--- config.mk ---
export PLATFORM = sky130hd
export DESIGN_NAME = inst_queue_flat
export DESIGN_NICKNAME = d
export VERILOG_FILES = /design/src/rtl/inst_queue_pkg.sv /design/src/rtl/inst_queue_if.sv /design/src/rtl/inst_queue_tag.sv /design/src/rtl/inst_queue.sv /design/src/flat_wrapper.sv
export SDC_FILE = /design/constraint.sdc
export NUM_CORES = 1
export LEC_CHECK = 0
export CAP_MARGIN = 20
export CORE_MARGIN = 2
export CORE_UTILIZATION = 35
export DETAILED_ROUTE_END_ITERATION = 16
export GPL_ROUTABILITY_DRIVEN = 0
export SETUP_SLACK_MARGIN = 0.05
export SYNTH_ARGS = -nofsm -noshare
export SYNTH_HDL_FRONTEND = slang
export SYNTH_SLANG_ARGS = --single-unit
--- constraint.sdc ---
create_clock -name clk -period 9.29 [get_ports clk]
set_input_delay 1.858 -clock clk [delete_from_list [all_inputs] [get_ports clk]]
set_output_delay 1.858 -clock clk [all_outputs]
set_load 0.02 [all_outputs]
--- src/rtl/inst_queue_pkg.sv ---
// Shared types and constants for the fetch-to-decode instruction queue.
// Exception cause codes and the packed entry layout live here.
package inst_queue_pkg;

    localparam logic [6:0] EXCEPTION_INE  = 7'h0d;
    localparam logic [6:0] EXCEPTION_ADEF = 7'h08;

    typedef struct packed {
        logic [31:0] pc;
        logic [31:0] inst;
        logic        pc_exc;
        logic [6:0]  pc_cause;
        logic        ib_exc;
        logic [6:0]  ib_cause;
    } iq_entry_t;

    localparam int IQ_ENTRY_W = 32 + 32 + 1 + 7 + 1 + 7;

    // What decode sees when nothing valid is presented.
    function automatic iq_entry_t iq_idle_entry();
        iq_entry_t e;
        e          = '0;
        e.pc_cause = EXCEPTION_INE;
        e.ib_cause = EXCEPTION_INE;
        return e;
    endfunction

endpackage

--- src/rtl/inst_queue_if.sv ---
// Fetch and decode handshake bundle of the instruction queue.
// slave = the queue itself; master = the fetch/decode environment driving it.
interface inst_queue_if;

    logic        fetch_valid;
    logic        fetch_ready;
    logic [31:0] fetch_pc;
    logic [31:0] fetch_inst;
    logic        fetch_pc_exception;
    logic [6:0]  fetch_pc_exception_cause;

    logic        dec_valid;
    logic        dec_ready;
    logic [31:0] dec_pc;
    logic [31:0] dec_inst;
    logic [1:0]  dec_is_exception;
    logic [6:0]  dec_pc_exception_cause;
    logic [6:0]  dec_instbuffer_exception_cause;

    modport slave (
        input  fetch_valid, fetch_pc, fetch_inst, fetch_pc_exception, fetch_pc_exception_cause,
        output fetch_ready,
        output dec_valid, dec_pc, dec_inst, dec_is_exception,
               dec_pc_exception_cause, dec_instbuffer_exception_cause,
        input  dec_ready
    );

    modport master (
        output fetch_valid, fetch_pc, fetch_inst, fetch_pc_exception, fetch_pc_exception_cause,
        input  fetch_ready,
        input  dec_valid, dec_pc, dec_inst, dec_is_exception,
               dec_pc_exception_cause, dec_instbuffer_exception_cause,
        output dec_ready
    );

endinterface

--- src/rtl/inst_queue_tag.sv ---
// Combinational instbuffer-stage tagging of an incoming fetch entry:
// a misaligned pc without an earlier IF exception becomes an ADEF, else INE.
import inst_queue_pkg::*;

module inst_queue_tag (
    input  logic [31:0] pc_i,
    input  logic [31:0] inst_i,
    input  logic        pc_exc_i,
    input  logic [6:0]  pc_cause_i,
    output iq_entry_t   entry_o
);

    logic misaligned;

    assign misaligned = (pc_i[1:0] != 2'b00);

    always_comb begin
        entry_o          = '0;
        entry_o.pc       = pc_i;
        entry_o.inst     = inst_i;
        entry_o.pc_exc   = pc_exc_i;
        entry_o.pc_cause = pc_cause_i;
        // An IF exception already owns the entry; do not stack a second one on it.
        entry_o.ib_exc   = misaligned & ~pc_exc_i;
        entry_o.ib_cause = (misaligned & ~pc_exc_i) ? EXCEPTION_ADEF : EXCEPTION_INE;
    end

endmodule

--- src/rtl/inst_queue.sv ---
// Fetch-to-decode instruction queue: circular buffer of tagged entries, head shown to decode.
// Define IBUF_BYPASS_EN for a zero-latency fetch->decode path when the queue is empty.
import inst_queue_pkg::*;

module inst_queue #(
    parameter  int DEPTH = 8,
    localparam int PTR_W = $clog2(DEPTH)
) (
    input  logic          clk,
    input  logic          rst_n,
    input  logic          flush,
    inst_queue_if.slave   iq
);

    localparam logic [PTR_W:0] FULL_CNT = (PTR_W + 1)'(DEPTH);

    iq_entry_t [DEPTH-1:0] mem_q;
    logic [PTR_W-1:0]      wr_ptr_q, wr_ptr_d;
    logic [PTR_W-1:0]      rd_ptr_q, rd_ptr_d;
    logic [PTR_W:0]        count_q, count_d;

    iq_entry_t in_entry;
    iq_entry_t head_entry;
    iq_entry_t dec_entry;
    logic      empty, full;
    logic      dec_valid;
    logic      push, pop, wr_en, rd_en;
    logic      bypass;

    inst_queue_tag u_tag (
        .pc_i       (iq.fetch_pc),
        .inst_i     (iq.fetch_inst),
        .pc_exc_i   (iq.fetch_pc_exception),
        .pc_cause_i (iq.fetch_pc_exception_cause),
        .entry_o    (in_entry)
    );

    assign empty      = (count_q == '0);
    assign full       = (count_q == FULL_CNT);
    assign head_entry = mem_q[rd_ptr_q];

`ifdef IBUF_BYPASS_EN
    assign bypass = empty & ~flush & iq.fetch_valid & iq.dec_ready;
`else
    assign bypass = 1'b0;
`endif

    // Empty queue presents idle data rather than whatever slot rd_ptr points at.
    always_comb begin
        dec_entry = iq_idle_entry();
        dec_valid = 1'b0;
        if (!empty) begin
            dec_entry = head_entry;
            dec_valid = 1'b1;
        end else if (bypass) begin
            dec_entry = in_entry;
            dec_valid = 1'b1;
        end
    end

    // Ready depends only on registered occupancy, so a full queue refuses even while popping.
    assign iq.fetch_ready = ~full;

    assign push  = iq.fetch_valid & iq.fetch_ready;
    assign pop   = dec_valid & iq.dec_ready;
    assign wr_en = push & ~bypass;
    assign rd_en = pop & ~empty;

    always_comb begin
        wr_ptr_d = wr_ptr_q;
        rd_ptr_d = rd_ptr_q;
        count_d  = count_q;
        if (flush) begin
            wr_ptr_d = '0;
            rd_ptr_d = '0;
            count_d  = '0;
        end else begin
            wr_ptr_d = wr_ptr_q + PTR_W'(wr_en);
            rd_ptr_d = rd_ptr_q + PTR_W'(rd_en);
            count_d  = count_q + (PTR_W + 1)'(wr_en) - (PTR_W + 1)'(rd_en);
        end
    end

    always_ff @(posedge clk or negedge rst_n) begin
        if (!rst_n) begin
            wr_ptr_q <= '0;
            rd_ptr_q <= '0;
            count_q  <= '0;
        end else begin
            wr_ptr_q <= wr_ptr_d;
            rd_ptr_q <= rd_ptr_d;
            count_q  <= count_d;
        end
    end

    // Storage needs no reset: slots are only visible once counted as occupied.
    always_ff @(posedge clk) begin
        if (wr_en && !flush) begin
            mem_q[wr_ptr_q] <= in_entry;
        end
    end

    assign iq.dec_valid                      = dec_valid;
    assign iq.dec_pc                         = dec_entry.pc;
    assign iq.dec_inst                       = dec_entry.inst;
    assign iq.dec_is_exception               = {dec_entry.ib_exc, dec_entry.pc_exc};
    assign iq.dec_pc_exception_cause         = dec_entry.pc_cause;
    assign iq.dec_instbuffer_exception_cause = dec_entry.ib_cause;

endmodule

--- src/flat_wrapper.sv ---
// flat-port wrapper written by rule: the top's interface ports become plain ports
module inst_queue_flat 
#(
    parameter  int DEPTH = 8,
    localparam int PTR_W = $clog2(DEPTH)
)
  (clk, rst_n, flush, iq_fetch_valid, iq_fetch_pc, iq_fetch_inst, iq_fetch_pc_exception, iq_fetch_pc_exception_cause, iq_fetch_ready, iq_dec_valid, iq_dec_pc, iq_dec_inst, iq_dec_is_exception, iq_dec_pc_exception_cause, iq_dec_instbuffer_exception_cause, iq_dec_ready);
  inst_queue_if iq_i ();
  input  logic clk;
  input  logic rst_n;
  input  logic flush;
  input wire logic [$bits(iq_i.fetch_valid)-1:0] iq_fetch_valid;
  input wire logic [$bits(iq_i.fetch_pc)-1:0] iq_fetch_pc;
  input wire logic [$bits(iq_i.fetch_inst)-1:0] iq_fetch_inst;
  input wire logic [$bits(iq_i.fetch_pc_exception)-1:0] iq_fetch_pc_exception;
  input wire logic [$bits(iq_i.fetch_pc_exception_cause)-1:0] iq_fetch_pc_exception_cause;
  output wire logic [$bits(iq_i.fetch_ready)-1:0] iq_fetch_ready;
  output wire logic [$bits(iq_i.dec_valid)-1:0] iq_dec_valid;
  output wire logic [$bits(iq_i.dec_pc)-1:0] iq_dec_pc;
  output wire logic [$bits(iq_i.dec_inst)-1:0] iq_dec_inst;
  output wire logic [$bits(iq_i.dec_is_exception)-1:0] iq_dec_is_exception;
  output wire logic [$bits(iq_i.dec_pc_exception_cause)-1:0] iq_dec_pc_exception_cause;
  output wire logic [$bits(iq_i.dec_instbuffer_exception_cause)-1:0] iq_dec_instbuffer_exception_cause;
  input wire logic [$bits(iq_i.dec_ready)-1:0] iq_dec_ready;
  assign iq_i.fetch_valid = iq_fetch_valid;
  assign iq_i.fetch_pc = iq_fetch_pc;
  assign iq_i.fetch_inst = iq_fetch_inst;
  assign iq_i.fetch_pc_exception = iq_fetch_pc_exception;
  assign iq_i.fetch_pc_exception_cause = iq_fetch_pc_exception_cause;
  assign iq_fetch_ready = iq_i.fetch_ready;
  assign iq_dec_valid = iq_i.dec_valid;
  assign iq_dec_pc = iq_i.dec_pc;
  assign iq_dec_inst = iq_i.dec_inst;
  assign iq_dec_is_exception = iq_i.dec_is_exception;
  assign iq_dec_pc_exception_cause = iq_i.dec_pc_exception_cause;
  assign iq_dec_instbuffer_exception_cause = iq_i.dec_instbuffer_exception_cause;
  assign iq_i.dec_ready = iq_dec_ready;
  inst_queue #(.DEPTH(DEPTH)) u_core (.clk(clk), .rst_n(rst_n), .flush(flush), .iq(iq_i));
endmodule
**Yosys cells after proc, flatten, opt, wreduce, memory -nomap -nowiden**

Cells that the tools add are included.

- Register bits after elaboration: 650
- Output and inout bits: 82

- Add/sub/neg operators: 4
- $lt $le $gt $ge: 3
- Equality and inequality tests: 1
- Muxes and demuxes: 11
- Bitwise operators: 7
- Reduce and logical (&&, ||, !) cells: 5

Operators with widths:

| kind | number |
|---|---|
| 640-bit bitwise mux | 1 |
| 80-bit binary-select mux with 3-bit select | 1 |
| 80-bit demux with 3-bit select | 1 |
| 80-bit 2-to-1 mux | 3 |
| 3-bit 2-to-1 mux | 3 |
| 3-bit by 4-bit < comparator with 1-bit output, second input constant | 2 |
| 3-bit by 1-bit adder with 3-bit output | 2 |
| 4-bit by 1-bit adder with 4-bit output | 1 |
| 1-bit bitwise AND | 4 |
| 4-bit == test, second input constant | 1 |
| 4-bit logical NOT | 1 |
| 4-bit 2-to-1 mux | 1 |
| 4-bit by 1-bit subtractor with 4-bit output | 1 |
| 3-bit by 1-bit >= comparator with 1-bit output, second input constant | 1 |
| 1-bit NOT | 3 |
| 1-bit logical AND | 2 |
| 2-bit nonzero test | 1 |
| 1-bit logical NOT | 1 |
| 1-bit 2-to-1 mux | 1 |

**Depth between registers and ports, before layout**

Gate-level depths: netlist of run 1.

- Word-level depth: 6
- Mapped depth: 10

**Hierarchy**

A second synthesis of run 1 with hierarchy kept.

- Cell total of the unflattened synthesis: 1081
- Area total of the unflattened synthesis: 25192.9 um2

Modules (own cells, without submodules):

| module | times used | cells each | area an instance (um2) | seq. area each (um2) |
|---|---|---|---|---|
| inst_queue | 1 | 999 | 24582.3 | 19468.7 |
| inst_queue_tag | 1 | 82 | 610.6 | 0.0 |

**Least setup slack after synthesis of run 1**

No wires, ideal clock.

- Kind: input-to-reg
- From: in flush
- To: reg u_core.mem_q[10] in the netlist's numbering, enable pin
- Data arrival time: 7.145 ns
- Required time: 8.693 ns
- Path slack: 1.548 ns
- Stages on the path: 2
- Path buffers: 0
- Cells stage by stage: nand4bb_1 -> nor3_1

- Longest elaborated chain between the ends: 2

RTL lines:

| element | line | RTL |
|---|---|---|
| from (decl) | flat_wrapper.sv:11 | `input logic flush;` |
| 1-bit logical NOT | inst_queue.sv:98 | `if (wr_en && !flush) begin` |
| 1-bit logical AND | inst_queue.sv:98 |  |
| to (signal, indexed assignment) | inst_queue.sv:99 | `mem_q[wr_ptr_q] <= in_entry;` |
| to (decl) | inst_queue.sv:17 | `iq_entry_t [DEPTH-1:0] mem_q;` |

Every way passes these cells.
A chain may end at the register's enable or synchronous reset.

**Worst setup path after layout of run 1**

- From: reg u_core.rd_ptr_q[0]
- To: out iq_dec_pc[3]

- Longest elaborated chain between the ends: 3

RTL lines:

| element | line | RTL |
|---|---|---|
| from (decl) | inst_queue.sv:19 | `logic [PTR_W-1:0] rd_ptr_q, rd_ptr_d;` |
| from (signal assigned) | inst_queue.sv:91 | `rd_ptr_q <= rd_ptr_d;` |
| 80-bit binary-select mux with 3-bit select | inst_queue.sv:40 | `assign head_entry = mem_q[rd_ptr_q];` |
| 80-bit 2-to-1 mux (not written as such) | inst_queue.sv:40 |  |
| 80-bit 2-to-1 mux | inst_queue.sv:52 | `if (!empty) begin` |
| to (decl) | flat_wrapper.sv:19 | `output wire logic [$bits(iq_i.dec_pc)-1:0] iq_dec_pc;` |

Every way passes these cells. The select of a mux whose other input is x is not followed.

==> results.py, run 1 <==
metrics = {
    "status": {
        "status": "completed",
    },
    "grt": {
        "grt_pass1_vias": 11100,
        "antenna_found_initial": 4,
        "grt_start_max_net_pins": 68,
        "grt_first_pass_wirelength_um": 71800,
        "grt_use_total": 0.147,
        "grt-ovfl-total": 0,
    },
    "finish": {
        "drive_above_1_share": 0.230,
        "regArea_um2": 18000,
        "nets": 1219,
        "fin_util": 0.423,
        "fin_area_um2": 27200,
        "num-fill-cells": 5488,
        "syn_to_final_growth_pct": 19.8,
        "multiInputGateArea_um2": 4450,
    },
    "synth": {
        "syn_area_um2": 22700,
        "synthTopCellsByArea": "edfxtp_1, mux4_2, a22o_1",
        "synth-async-reset-ratio": 0.0166,
        "yosysTopAreaCell": "edfxtp_1",
        "synth_top_area_frac": 0.782,
        "synth_area_per_cell_um2": 24.2,
        "yosysWarnings": 0,
        "ys_types": 34,
        "ys_ff_latch": 602,
        "syn_inst": 941,
        "synth-main-ff-cell": "edfxtp_1",
        "synth_edf_count": 592,
        "ys_seq_area_frac": 0.793,
    },
    "route": {
        "drc_errors": 0,
        "vias": 10300,
        "dr.pass1.iters": 4,
        "ant_nets": 0,
        "highest_layer": "met5",
        "met1_length_um": 21600,
        "drt_iter0_drc": 751,
        "wl_met3_um": 2570,
        "dr_wl_met2_um": 23500,
        "viasPerCell": 5.07,
        "avgRoutedWirePerCell_um": 23.9,
        "drt-total-wl_um": 48500,
    },
    "critical_path": {
        "regToRegEndpoint": "u_core.mem_q[630]$_DFFE_PP_",
        "crit_end": "iq_dec_pc[3]",
        "r2r_start": "u_core.count_q[2]$_DFF_PN0_",
        "worstSetupStartpointType": "flop",
        "crit_slowest_cell": "dfrtp_4",
        "critical_path.cell_chain": "buf_4, mux4_2, a22o_1, clkdlybuf4s50_1",
        "rrSetupSlack_ps": 6090,
        "cp.required_ps": 7430,
        "reg2reg_depth": 7,
        "crit_path_end_kind": "primary output",
        "crit_type": "reg -> out",
        "path_max_fanout": 47,
        "arrival_ps": 3990,
        "cpPeakStageDelay_ps": 1020,
        "cp-startpoint": "u_core.rd_ptr_q[0]$_DFF_PN0_",
    },
    "floorplan": {
        "die_area_um2": 67000,
        "rows": 93,
        "io_pins": 159,
        "start_util": 0.353,
        "die_h_um": 259,
        "die_w_um": 259,
        "coreArea_um2": 64300,
    },
    "cts": {
        "cts_buffers": 66,
        "h-tree-depth": 3,
        "insertion_delay_ps": 600,
        "clk_pin_slew_ps": 60,
        "cts_root_buf": "clkbuf_16",
        "cts_setup_buffers": 0,
        "cts_resized": 0,
        "clock_path_buffers": 3,
        "holdBufCountCts": 0,
        "cts_tree": "yes",
        "cts.sinks": 602,
    },
    "sta": {
        "slew_violations": 0,
        "tightest_slew_ps": 1080,
        "setup_viol": 0,
        "fin_crit_ps": 5840,
        "report.final.hold_viol_count": 0,
        "setup_tns_ps": 0,
        "slew_headroom": 0.280,
        "rsz0062_at_grt": "no",
        "finalCritPeriodShare": 0.629,
        "fin_skew_ps": 23.9,
        "fmax_ghz": 0.171,
    },
    "flow_run": {
        "cap_violations": 0,
    },
    "power_and_ir_drop": {
        "p_leak_uw": 0.00848,
        "pwr_density_cell_nw_per_um2": 260,
        "ir_drop_uv": 183,
    },
    "place": {
        "port_buffers": 153,
        "placed_area_um2": 25300,
        "place.detailed.hpwl_um": 24700,
    },
    "worst_hold_path": {
        "hp-class": "reg -> reg",
    },
}
Yosys cell counts (2+ instances only):
cell / n
edfxtp_1: 592
mux4_2: 148
a22o_1: 70
clkbuf_1: 22
nor2_1: 12
buf_2: 11
buf_6: 10
dfrtp_1: 10
ha_1: 8
buf_4: 7
inv_1: 6
nor2b_1: 6
buf_1: 5
o22a_1: 4
nand2b_1: 3
xnor2_1: 3
a21oi_1: 2
and2_1: 2
conb_1: 2
nand2_1: 2
nor3_1: 2
o21ai_0: 2
stage by stage:
step	setup slack (ps)	hold slack, ps	total power [uW]	cells
floorplan	1550	554	4180	944
global placement	3960	641	4810	1918
detailed placement	3910	668	4820	1918
CTS	3240	684	7200	2031
global route	3110	718	7380	2033
finish	3450	683	7080	2034
worst max-delay path: cells and delay by family (launching register included):
kind	cells	cell delay (ps)
buffers and inverters	2	1420
AO/OA/AOI/OAI	1	260
flip-flops	1	1020
multiplexers	1	600
cell usage in the layout, fill, tap and decap left out, types with 5 or more instances in the layout:
cell type,synthesis,routed
clkbuf_16,0,67
nor2b_1,6,6
mux4_2,148,148
buf_4,7,21
dfrtp_1,10,8
clkdlybuf4s50_1,0,153
nor2_4,0,7
clkinv_2,0,5
clkinv_1,0,11
clkbuf_1,22,19
edfxtp_1,592,592
conb_1,2,5
inv_6,0,7
nor2_1,12,5
inv_1,6,6
ha_1,8,8
a22o_1,70,70
report_power, final:
part	internal (uW)	switching, uW	leakage (uW)
logic	769	813	0.00207
clock network	1330	1010	0.000935
registers	3080	74.9	0.00547
total	5180	1890	0.00848
cells by family (layout without fill, tap and decap cells):
kind of cell / after synthesis / count (layout) / share of synthesized area
AO/OA/AOI/OAI: 79 / 79 / 0.0297
multiplexers: 149 / 149 / 0.147
AND/OR/NAND/NOR: 35 / 35 / 0.00864
flip-flops: 602 / 602 / 0.793
adder cells (fa/ha/maj): 9 / 9 / 0.00528
other: 2 / 6 / 0.000330
buffers and inverters: 62 / 296 / 0.0153
XOR/XNOR: 3 / 3 / 0.00116
metal layers:
layer  up-vias  GRT usage
met5         -          0
met2       226      0.233
met1      5578      0.202
met4         8     0.0477
met3        63     0.0331
li1       4436          -
worst min path at each step:
stage | start | endpoint | slack [ps] | cells past startpoint
after global routing | u_core.rd_ptr_q[2]$_DFF_PN0_ | u_core.rd_ptr_q[2]$_DFF_PN0_ | 720 | 2
after detailed placement | u_core.wr_ptr_q[2]$_DFF_PN0_ | u_core.wr_ptr_q[2]$_DFF_PN0_ | 670 | 2
final | u_core.wr_ptr_q[2]$_DFF_PN0_ | u_core.wr_ptr_q[2]$_DFF_PN0_ | 680 | 2
after floorplan | u_core.rd_ptr_q[2]$_DFF_PN0_ | u_core.rd_ptr_q[2]$_DFF_PN0_ | 550 | 2
after global placement | u_core.wr_ptr_q[0]$_DFF_PN0_ | u_core.wr_ptr_q[0]$_DFF_PN0_ | 640 | 2
after CTS | u_core.wr_ptr_q[2]$_DFF_PN0_ | u_core.wr_ptr_q[2]$_DFF_PN0_ | 680 | 2
layout make-up:
type                            count  area share
Clock buffer                       86      0.0642
Timing Repair Buffer              176      0.0638
Sequential cell                   602       0.662
Tap cell                          855      0.0393
Inverter                            7    0.000965
Antenna cell                        1   0.0000919
Multi-Input combinational cell    280       0.163
Clock inverter                     27     0.00648
sequential cells by signal, summed over array words and instances (netlist names):
register and flops:
u_core.wr_ptr_q 3, u_core.mem_q 592, u_core.rd_ptr_q 3, u_core.count_q 4
(Power assumes the default switching activity.)
==> inputs of run 2 (changes only) <==
clock period = 5.3 ns   (was 9.29 ns; I/O delays follow)
==> run 2 against run 1 <==
  * Die area unchanged
  * Worst hold slack worse by 31 ps
  * Clock skew increased by 4.3 ps
  * Global-route usage is 0.23 points higher
  * Sequential share of layout area decreased by 0.89 points
  * First-iteration DRC count decreased by 5.2%
==> results.py, run 2 (synthesis results as in run 1) <==
metrics = {
    "route": {
        "dr.pass1.iters": 4,
        "vias": 10400,
        "viasPerCell": 5.10,
        "avgRoutedWirePerCell_um": 24.1,
        "drt-total-wl_um": 49100,
        "drc_errors": 0,
        "drt_iter0_drc": 712,
        "ant_nets": 0,
    },
    "grt": {
        "antenna_found_initial": 6,
        "grt_start_max_net_pins": 59,
        "grt-ovfl-total": 0,
        "grt_first_pass_wirelength_um": 72900,
        "grt_use_total": 0.149,
        "grt_pass1_vias": 11300,
    },
    "cts": {
        "insertion_delay_ps": 610,
        "clk_pin_slew_ps": 60,
        "clock_path_buffers": 3,
        "h-tree-depth": 3,
        "cts_resized": 0,
        "cts_root_buf": "clkbuf_16",
        "cts_setup_buffers": 0,
        "cts_buffers": 66,
        "cts.sinks": 602,
        "cts_tree": "yes",
        "holdBufCountCts": 0,
    },
    "floorplan": {
        "coreArea_um2": 64300,
        "die_area_um2": 67000,
        "start_util": 0.353,
        "io_pins": 159,
        "rows": 93,
        "die_h_um": 259,
        "die_w_um": 259,
    },
    "sta": {
        "finalCritPeriodShare": 0.846,
        "tightest_slew_ps": 896,
        "fin_skew_ps": 28.2,
        "setup_viol": 0,
        "fmax_ghz": 0.223,
        "hold_ws_ps": 652,
        "slew_violations": 0,
        "report.final.hold_viol_count": 0,
        "rsz0062_at_grt": "no",
        "fin_crit_ps": 4490,
        "setup_tns_ps": 0,
        "slew_headroom": 0.401,
    },
    "critical_path": {
        "r2r_start": "u_core.count_q[2]$_DFF_PN0_",
        "path_max_fanout": 48,
        "arrival_ps": 3430,
        "regToRegEndpoint": "u_core.mem_q[26]$_DFFE_PP_",
        "cp.depth": 4,
        "rrSetupSlack_ps": 2580,
        "reg2reg_depth": 6,
        "cp.required_ps": 4240,
        "crit_slowest_cell": "dfrtp_4",
        "crit_path_end_kind": "primary output",
        "cpPeakStageDelay_ps": 910,
        "crit_family": "buffers and inverters",
        "worstSetupStartpointType": "flop",
        "path_buf_inv": 2,
        "crit_type": "reg -> out",
        "critical_path.cell_chain": "buf_12, mux4_2, a22o_1, clkdlybuf4s50_1",
    },
    "finish": {
        "drive_above_1_share": 0.242,
        "syn_to_final_growth_pct": 21.4,
        "fin_util": 0.429,
        "reg_top3": "u_core.mem_q: 592 flops, u_core.count_q: 4 flops",
        "nets": 1222,
        "largest_register": "u_core.mem_q",
        "largest_reg_flops": 592,
        "layout_commonest_cell": "edfxtp_1",
        "layout.cells.non_filler": 2042,
        "num-fill-cells": 5462,
        "final_cell_mix": "edfxtp_1, clkdlybuf4s50_1, mux4_2",
    },
    "power_and_ir_drop": {
        "finalPower_uw": 13000,
        "p_seq_frac": 0.425,
        "ir_drop_uv": 236,
        "p_clk_frac": 0.353,
        "pwr_density_cell_nw_per_um2": 470,
        "p_leak_uw": 0.00864,
        "switching_share": 0.263,
        "p_int_uw": 9560,
        "p_sw_uw": 3410,
        "power_frac_comb": 0.222,
    },
    "place": {
        "place_inst": 1923,
        "port_buffers": 153,
        "place.detailed.hpwl_um": 26000,
    },
    "worst_hold_path": {
        "min_from": "u_core.wr_ptr_q[0]$_DFF_PN0_",
        "hp-class": "reg -> reg",
        "hold_end": "u_core.wr_ptr_q[0]$_DFF_PN0_",
        "hold_depth": 2,
    },
    "flow_run": {
        "cap_violations": 0,
    },
    "status": {
        "status": "completed",
    },
}
[run 2: cell types whose count changed in the layout (fill, tap and decap cells not counted), moves of 2 or more]
cell	before	now
buf_12	1	9
nor3_2	2	0
nor3_4	0	2
clkinv_1	11	8
inv_6	7	3
buf_4	21	17
bufinv_16	0	8
clkbuf_1	19	14
clkinv_2	5	10
[run 2: layout make-up]
class | count | area, um^2 | share of cell area
well taps | 855 | 1070 | 0.0387
clock inverters | 36 | 428 | 0.0155
repair buffers | 179 | 1840 | 0.0666
flip-flops and latches | 602 | 18000 | 0.653
inverters | 7 | 26.3 | 0.000952
diodes | 1 | 2.50 | 0.0000906
multi-input cells | 280 | 4460 | 0.161
clock buffers | 82 | 1750 | 0.0635
[run 2: metal layers]
layer | vias up | track usage | share of wire
met4 | 8 | 0.0472 | 0.018
met5 | - | 0 | 0.0010
li1 | 4449 | - | -
met3 | 68 | 0.0347 | 0.052
met2 | 251 | 0.237 | 0.48
met1 | 5629 | 0.205 | 0.44
[run 2: worst max path at each step]
stage	startpoint	to	slack (ps)
floorplan	flush	u_core.mem_q[322]$_DFFE_PP_	340
detailed placement	u_core.rd_ptr_q[0]$_DFF_PN0_	iq_dec_inst[22]	1380
global route	u_core.rd_ptr_q[0]$_DFF_PN0_	iq_dec_inst[17]	600
CTS	u_core.rd_ptr_q[0]$_DFF_PN0_	iq_dec_inst[22]	720
global placement	u_core.rd_ptr_q[0]$_DFF_PN0_	iq_dec_pc_exception_cause[5]	1400
finish	u_core.rd_ptr_q[0]$_DFF_PN0_	iq_dec_inst[22]	810
[run 2: stage by stage]
step,cell area [um^2],setup slack [ps]
2_1_floorplan,22800,335
3_3_place_gp,25400,1400
3_5_place_dp,25400,1380
4_1_cts,27600,715
5_1_grt,27600,598
6_report,27600,815
[run 2: power by group through the flow]
stage | logic (uW) | registers (uW) | clock network [uW]
floorplan | 1780 | 5540 | 0
CTS | 2950 | 5520 | 4710
global placement | 2930 | 5610 | 0
finish | 2880 | 5510 | 4580
detailed placement | 2940 | 5620 | 0
global route | 3080 | 5530 | 4890
[run 2: tightest hold or removal path, stage by stage, from the launching register on]
cell     delay [ps]
dfrtp_1         370
ha_1            130
nor2b_1         110
==> inputs of run 3 (changes only) <==
clock period = 3.72 ns   (was 5.3 ns; I/O delays follow)
==> run 3 against run 2 <==
  * Die area unchanged
  * Cell count up 0.78%
  * First-iteration DRC count up 12%
  * Utilization up 0.86 points
  * Design area up 2.0%
  * Critical path depth up 4
  * Non-clock buffer count up 16
  * Clock power up 41%
  * Worst setup slack worse by 650 ps
  * Clock skew down 6.0 ps
  * Count of clock-buffer cells in the layout down 6
  * Sequential share of layout area down 1.3 points
==> results.py, run 3 (synthesis results as in run 1) <==
metrics = {
    "cts": {
        "cts_root_buf": "clkbuf_16",
        "h-tree-depth": 3,
        "clk_pin_slew_ps": 60,
        "clock_path_buffers": 3,
        "insertion_delay_ps": 600,
        "holdBufCountCts": 0,
        "cts.sinks": 602,
        "cts_buffers": 67,
        "cts_tree": "yes",
    },
    "finish": {
        "fin_util": 0.438,
        "fin_area_um2": 28200,
        "layout.cells.non_filler": 2058,
        "reg_top3": "u_core.mem_q: 592 flops, u_core.count_q: 4 flops",
        "multiInputGateArea_um2": 4470,
        "layout_commonest_cell": "edfxtp_1",
        "regArea_um2": 18000,
        "largest_register": "u_core.mem_q",
        "num-fill-cells": 5419,
        "largest_reg_flops": 592,
        "drive_above_1_share": 0.251,
        "final_cell_mix": "edfxtp_1, mux4_2, clkdlybuf4s50_1",
        "nets": 1239,
        "syn_to_final_growth_pct": 23.8,
    },
    "critical_path": {
        "crit_path_end_kind": "primary output",
        "cp.required_ps": 2980,
        "reg2reg_depth": 6,
        "cp-startpoint": "u_core.count_q[2]$_DFF_PN0_",
        "crit_type": "reg -> out",
        "worstSetupStartpointType": "flop",
        "arrival_ps": 2810,
        "path_max_fanout": 35,
        "r2r_start": "u_core.count_q[2]$_DFF_PN0_",
    },
    "route": {
        "avgRoutedWirePerCell_um": 24.0,
        "drc_errors": 0,
        "drt_iter0_drc": 797,
        "dr.pass1.iters": 4,
        "drt-total-wl_um": 49400,
        "viasPerCell": 5.09,
        "ant_nets": 0,
        "vias": 10500,
    },
    "grt": {
        "grt_first_pass_wirelength_um": 73300,
        "use_met3": 0.0343,
        "grt_use_total": 0.149,
        "met1_usage": 0.201,
        "top_usage_layer": "met2",
        "grt-ovfl-total": 0,
        "grt_pass1_vias": 11300,
        "grt_start_max_net_pins": 71,
        "grt_use_met2": 0.242,
        "antenna_found_initial": 5,
    },
    "place": {
        "port_buffers": 153,
        "placed_area_um2": 25700,
        "place.detailed.hpwl_um": 25800,
        "place_inst": 1932,
    },
    "floorplan": {
        "rows": 93,
        "die_area_um2": 67000,
        "die_h_um": 259,
        "coreArea_um2": 64300,
        "start_util": 0.353,
        "die_w_um": 259,
        "io_pins": 159,
    },
    "sta": {
        "rsz0062_at_grt": "yes",
        "slew_violations": 0,
        "setup_tns_ps": 0,
        "report.final.hold_viol_count": 0,
        "slew_headroom": 0.631,
        "tightest_slew_ps": 550,
        "finalCritPeriodShare": 0.957,
        "setup_viol": 0,
        "fmax_ghz": 0.281,
        "fin_crit_ps": 3560,
        "fin_skew_ps": 22.2,
    },
    "flow_run": {
        "cap_violations": 0,
    },
    "power_and_ir_drop": {
        "ir_drop_uv": 373,
        "p_leak_uw": 0.00960,
        "pwr_density_cell_nw_per_um2": 655,
    },
    "status": {
        "status": "completed",
    },
    "worst_hold_path": {
        "hp-class": "in -> async",
    },
}
run 3: changes by cell type in the layout (fill, tap and decap cells not counted), sizes merged:
cell	change
dlymetal6s2s	+65
clkbuf	-5
clkdlybuf4s50	-69
clkinv	+7
buf	+15
diode	+1
bufinv	-2
dlygate4sd2	+4
run 3: final timing paths:
kind                                                 to  slack, ps
max                                       iq_dec_pc[19]        160
min                         u_core.count_q[0]$_DFF_PN0_        480
max reg2reg                  u_core.mem_q[36]$_DFFE_PP_       1350
min reg2reg                u_core.wr_ptr_q[0]$_DFF_PN0_        640
max in group asynchronous  u_core.rd_ptr_q[0]$_DFF_PN0_       2850
min in group clk           u_core.wr_ptr_q[0]$_DFF_PN0_        640
run 3: worst max-delay path: stages (launching register included):
cell and delay, ps:
dfrtp_1 360, inv_1 90, ha_1 160, nor3b_4 290
inv_2 120, and2_4 200, buf_12 190, a22o_1 250
clkdlybuf4s50_1 540
run 3: routing by layer:
| metal | vias up | routed length (um) | share of wire |
|---|---|---|---|
| li1 | 4474 | - | - |
| met1 | 5648 | 21200 | 0.43 |
| met2 | 270 | 24500 | 0.50 |
| met3 | 75 | 2900 | 0.059 |
| met4 | 6 | 845 | 0.017 |
| met5 | - | 37 | 0.00075 |
run 3: repair_timing:
action | CTS | global route
cloned | 0 | 1
setup buffers | 5 | 1
gates resized for setup | 8 | 66
endpoints found under the setup margin | 67 | 66
run 3: where the power goes:
group	switching (uW)	internal, uW	total, uW
Sequential	75.4	7690	7770
Clock	2620	3850	6470
Combinational	2190	2030	4220
run 3: through the flow:
step	setup slack, ps	power (uW)	hold slack [ps]
floorplan	-938	10400	448
global placement	507	12200	616
detailed placement	473	12200	633
CTS	54.8	18800	458
global route	17.2	19200	507
finish	161	18500	485
run 3: final cells by class:
cell class | instances | share of cell area
Clock buffer | 76 | 0.0630
Antenna cell | 2 | 0.000178
Clock inverter | 41 | 0.0138
Tap cell | 855 | 0.0380
Timing Repair Buffer | 195 | 0.0854
Multi-Input combinational cell | 280 | 0.159
Sequential cell | 602 | 0.640
Inverter | 7 | 0.000933
